--- config.mk ---
export PLATFORM = sky130hd
export DESIGN_NAME = ack_waiter
export DESIGN_NICKNAME = d
export VERILOG_FILES = /design/src/rtl/ack_waiter.sv
export SDC_FILE = /design/constraint.sdc
export NUM_CORES = 1
export LEC_CHECK = 0
export ABC_AREA = 1
export ABC_CLOCK_PERIOD_IN_PS = 1600
export CAP_MARGIN = 10
export CORE_MARGIN = 2
export CORE_UTILIZATION = 51
export DETAILED_ROUTE_END_ITERATION = 8
export HOLD_SLACK_MARGIN = 0.12
export MAX_ROUTING_LAYER = met4
export PLACE_DENSITY = 0.76
export SLEW_MARGIN = 10
export SYNTH_ARGS = -nofsm -noshare
export SYNTH_HDL_FRONTEND = slang
export SYNTH_SLANG_ARGS = --single-unit
--- constraint.sdc ---
create_clock -name clk -period 1.6 [get_ports clk]
set_input_delay 0.32 -clock clk [delete_from_list [all_inputs] [get_ports clk]]
set_output_delay 0.32 -clock clk [all_outputs]
set_load 0.005 [all_outputs]
--- src/rtl/ack_waiter.sv ---
// Waits for the type-3 ACK matching the last tracked type-2 send; pulses ack_ok, retransmit or give_up.
// Latency: one cycle from the deciding event to the registered pulse. No backpressure; every strobe is consumed.
module ack_waiter #(
    parameter int          TIMEOUT_CYCLES = 50_000,
    parameter int          MAX_RETRIES    = 5,
    parameter logic [7:0]  ACK_TYPE       = 8'h33,
    parameter logic [7:0]  BCAST_ADDR     = 8'h2A,
    localparam int         RW             = $clog2(MAX_RETRIES + 1),
    localparam int         TW             = $clog2(TIMEOUT_CYCLES)
) (
    input  logic          clk,
    input  logic          reset,
    input  logic [7:0]    mac_addr,
    input  logic          tx_type2_sent,
    input  logic [7:0]    tx_dest,
    input  logic [7:0]    rx_byte,
    input  logic          rx_valid,
    input  logic          rx_eof,
    input  logic          rx_error,
    output logic          waiting,
    output logic          ack_ok,
    output logic          retransmit,
    output logic          give_up,
    output logic [RW-1:0] retry_count
);
    typedef enum logic [1:0] {IDLE, WAIT_ACK, RESEND} state_t;

    state_t        state_q;
    logic [TW-1:0] timer_q;
    logic [RW-1:0] retry_q;
    logic [7:0]    exp_src_q;
    logic [7:0]    hdr_dst_q;
    logic [7:0]    hdr_src_q;
    logic [7:0]    hdr_type_q;
    logic [1:0]    hdr_cnt_q;
    logic          ack_ok_q;
    logic          retransmit_q;
    logic          give_up_q;

    logic tracked_send;
    logic ack_hit;
    logic timeout;

    assign tracked_send = tx_type2_sent && (tx_dest != BCAST_ADDR);
    // Header fields are checked against the registered copies in the same cycle the parser clears them.
    assign ack_hit = rx_eof && (hdr_cnt_q == 2'd3) && (hdr_dst_q == mac_addr)
                     && (hdr_src_q == exp_src_q) && (hdr_type_q == ACK_TYPE);
    assign timeout = (timer_q == TW'(TIMEOUT_CYCLES - 1));

    always_ff @(posedge clk) begin
        if (reset) begin
            hdr_cnt_q  <= 2'd0;
            hdr_dst_q  <= 8'd0;
            hdr_src_q  <= 8'd0;
            hdr_type_q <= 8'd0;
        end else if (rx_eof || rx_error) begin
            hdr_cnt_q <= 2'd0;
        end else if (rx_valid && (hdr_cnt_q != 2'd3)) begin
            case (hdr_cnt_q)
                2'd0:    hdr_dst_q  <= rx_byte;
                2'd1:    hdr_src_q  <= rx_byte;
                default: hdr_type_q <= rx_byte;
            endcase
            hdr_cnt_q <= hdr_cnt_q + 2'd1;
        end
    end

    always_ff @(posedge clk) begin
        if (reset) begin
            state_q      <= IDLE;
            timer_q      <= '0;
            retry_q      <= '0;
            exp_src_q    <= 8'd0;
            ack_ok_q     <= 1'b0;
            retransmit_q <= 1'b0;
            give_up_q    <= 1'b0;
        end else begin
            ack_ok_q     <= 1'b0;
            retransmit_q <= 1'b0;
            give_up_q    <= 1'b0;
            case (state_q)
                IDLE: begin
                    if (tracked_send) begin
                        exp_src_q <= tx_dest;
                        timer_q   <= '0;
                        retry_q   <= '0;
                        state_q   <= WAIT_ACK;
                    end
                end
                WAIT_ACK: begin
                    if (ack_hit) begin
                        ack_ok_q <= 1'b1;
                        timer_q  <= '0;
                        state_q  <= IDLE;
                    end else if (timeout) begin
                        timer_q <= '0;
                        if (retry_q < RW'(MAX_RETRIES)) begin
                            retransmit_q <= 1'b1;
                            retry_q      <= retry_q + 1'b1;
                            state_q      <= RESEND;
                        end else begin
                            give_up_q <= 1'b1;
                            state_q   <= IDLE;
                        end
                    end else if (tracked_send) begin
                        exp_src_q <= tx_dest;
                        timer_q   <= '0;
                        retry_q   <= '0;
                    end else begin
                        timer_q <= timer_q + 1'b1;
                    end
                end
                RESEND: begin
                    timer_q <= '0;
                    if (tx_type2_sent) begin
                        state_q <= WAIT_ACK;
                    end
                end
                default: state_q <= IDLE;
            endcase
        end
    end

    assign waiting     = (state_q == WAIT_ACK) || (state_q == RESEND);
    assign ack_ok      = ack_ok_q;
    assign retransmit  = retransmit_q;
    assign give_up     = give_up_q;
    assign retry_count = retry_q;
endmodule
==> results.json <==
{
  "drv_cap": 0,
  "wl_mm": 9.40,
  "synthToLayoutAreaGrowth_pct": 42.1,
  "start_util_pct": 52.7,
  "core_area_mm2": 0.00631,
  "power_frac_seq_pct": 29.9,
  "finalCritPeriodShare_pct": 100,
  "timing.final.crit_period_ns": 1.60,
  "antenna_found_initial": 0,
  "reg2reg_depth": 10,
  "cts_sinks": 58,
  "crit_chain": "ha_4 -> nand2_4 -> nor2_4 -> nand3_1 -> nor2_2 -> nand4_2 -> buf_6 -> clkbuf_16 -> nand3_1 -> a21oi_1",
  "finalHoldViolCount": 0,
  "antenna_cells": 0,
  "avgRoutedWirePerCell_um": 13.7,
  "postCtsHoldBufs": 0,
  "fmax_mhz": 623,
  "nFillCells": 468,
  "path_buf_inv": 2,
  "synth_area_leader_cell": "dfxtp_1",
  "layout_setup_ws_ns": -0.00391,
  "cts-buffers-inserted": 9,
  "die_h_um": 84.8,
  "cp.depth": 10,
  "critPathKind": "flip-flop to flip-flop",
  "drive_gt1_share_pct": 27.9,
  "nets": 644,
  "vdd_drop_max_uv": 1000,
  "io_pins": 37,
  "syn-num-nets": 552,
  "worstSetupEndpointType": "flip-flop",
  "row_count": 29,
  "clock_skew_ns": 0.0147,
  "port_buffers": 36,
  "worstMarginPinSlew_ns": 0.378,
  "power.density_mw_per_mm2": 1140,
  "dp_hpwl_mm": 6.59,
  "cp-start-kind": "flip-flop",
  "netlist_instances": 513,
  "status": "complete, but fails checks",
  "critPathArrivalTime_ns": 1.82,
  "cts_tree": "done",
  "cts_htree_levels": 3,
  "syn_area_per_cell_um2": 6.49,
  "clkPwrFrac_pct": 28.2,
  "yosys_warnings": 0,
  "post-place-ws_ns": -0.357,
  "die_x_um": 84.8,
  "drt-vias-per-instance": 5.21,
  "yosysMostFrequentCell": "nand2_1",
  "grt-ovfl-total": 0,
  "power.net_switching_w": 0.00196,
  "violations": "setup timing",
  "cpPeakStageDelay_ns": 0.36,
  "p_int_w": 0.00344,
  "place_congestion": 0.985,
  "final_max_slew_viol_count": 0,
  "setup_viol": 5,
  "critPathMostFrequentCell": "nand3_1",
  "clkLatencyLatePin_ns": 0.34,
  "synth-async-reset-ratio_pct": 0,
  "cp_max_fo": 6,
  "syn_area_mm2": 0.00333,
  "maxSlewHeadroom_pct": 74.8,
  "crit_slowest_cell": "dfxtp_2",
  "ys.flop_type": "dfxtp_1",
  "hold_class": "input pin to flip-flop",
  "power.leakage_nw": 2.15,
  "ys_seq_area_share_pct": 34.9,
  "fin_area_mm2": 0.00473,
  "cp.required_ns": 1.81,
  "synth_common_cells": "nand2_1 (134), nor2_1 (87), inv_1 (63)",
  "synth_top_area_share_pct": 34.9,
  "clk_pin_slew_ns": 0.07,
  "rsz0062_at_grt": "yes",
  "drtAntennaViolNets": 0,
  "clock_path_buffers": 2,
  "hold_depth": 4,
  "cp_top_family": "simple AND/OR/NAND/NOR gates",
  "synth_edf_count": 0,
  "grt_pass1_wl_mm": 14.5,
  "track_usage_pct": 25.8,
  "tns_ns": -0.0127,
  "root_buffer": "clkbuf_8",
  "synth_seq_cells": 58,
  "route.vias.total": 3579,
  "swShare_pct": 36.2,
  "post-route-drc-count": 0,
  "firstDrtPassIters": 5,
  "grt_max_degree": 26,
  "die-area_mm2": 0.00719,
  "p_comb_share_pct": 41.9,
  "placed_area_mm2": 0.00411,
  "initialDrtViolationCount": 192,
  "grt_pass1_vias": 3233,
  "synth_cell_types": 37,
  "synthTopCellsByArea": "dfxtp_1 (35%), nand2_1 (15%), nor2_1 (9.8%)"
}
layout by cell type, fill, tap and decap left out, types with 13 or more instances in the layout:
| cell type | count |
|---|---|
| inv_1 | 56 |
| clkdlybuf4s50_1 | 26 |
| nand2_1 | 114 |
| nor2_1 | 75 |
| nand2_2 | 21 |
| dfxtp_1 | 37 |
| o21ai_0 | 23 |
| nand4_1 | 15 |
| dfxtp_2 | 21 |
| buf_4 | 44 |
| nor2_2 | 13 |
| nand3_1 | 21 |
| a21oi_1 | 34 |
path summary, 6_finish.rpt:
check / from / to / slack, ns
hold / removal: tx_dest[6] / exp_src_q[6] / 0.44
setup reg to reg: hdr_cnt_q[1] / exp_src_q[6] / -0.004
setup / recovery: hdr_cnt_q[1] / exp_src_q[6] / -0.004
hold reg to reg: hdr_src_q[6] / hdr_src_q[6] / 0.48
cells by family after synthesis:
logic type | Yosys count | synth area share, %
simple gates | 284 | 37.1
fa+ha+maj | 9 | 3.38
compound gates | 73 | 12.3
xor+xnor | 11 | 2.89
buf+inv | 78 | 9.44
flops | 58 | 34.9
state kept, by name (all words and copies together) (netlist names):
signal	count
give_up	1
hdr_type_q	8
timer_q	16
ack_ok	1
hdr_src_q	8
hdr_dst_q	8
hdr_cnt_q	2
exp_src_q	8
retransmit	1
state_q	2
retry_count	3
layer usage:
metal / share of wire [%] / global-route usage [%] / vias to the layer above
met5: 0 / - / -
met4: 2.3 / 9.24 / 0
met3: 4.0 / 4.23 / 23
met2: 52 / 45.7 / 85
met1: 42 / 29.3 / 1654
li1: - / - / 1817
worst min-delay path, stage by stage:
cell            delay [ns]
dlymetal6s2s_1        0.14
buf_4                 0.13
nand3_1               0.08
a21oi_1               0.06
stage by stage:
step | hold WS [ns] | util (%) | power, W | std cells
global placement | 0.453 | 65.1 | 0.00331 | 661
CTS | 0.473 | 69.7 | 0.00499 | 679
global route | 0.440 | 74.9 | 0.00567 | 687
finish | 0.441 | 74.9 | 0.00540 | 687
floorplan | 0.444 | - | 0.00272 | 513
detailed placement | 0.463 | 65.1 | 0.00335 | 661
cell type report:
| type | count | area, um^2 | area share, % |
|---|---|---|---|
| Timing Repair Buffer | 92 | 896 | 18.9 |
| Tap cell | 77 | 96.3 | 2.04 |
| Clock buffer | 11 | 141 | 2.99 |
| Multi-Input combinational cell | 378 | 2080 | 44.0 |
| Sequential cell | 58 | 1190 | 25.1 |
| Inverter | 66 | 248 | 5.24 |
| Clock inverter | 5 | 77.6 | 1.64 |
power by group through the flow:
| stage | clock network [W] | logic, W | registers [W] |
|---|---|---|---|
| after floorplan | 0 | 0.00111 | 0.00161 |
| after global placement | 0 | 0.00169 | 0.00162 |
| after detailed placement | 0 | 0.00173 | 0.00162 |
| after CTS | 0.00154 | 0.00186 | 0.00159 |
| after global routing | 0.00160 | 0.00245 | 0.00162 |
| final | 0.00152 | 0.00226 | 0.00161 |
what timing repair did:
action	CTS	global route
gates cloned	1	1
setup buffers	1	7
pin swaps	6	30
setup endpoints to repair	30	43
resized for setup	22	84
Note: power is estimated with default switching activity, not from simulation.
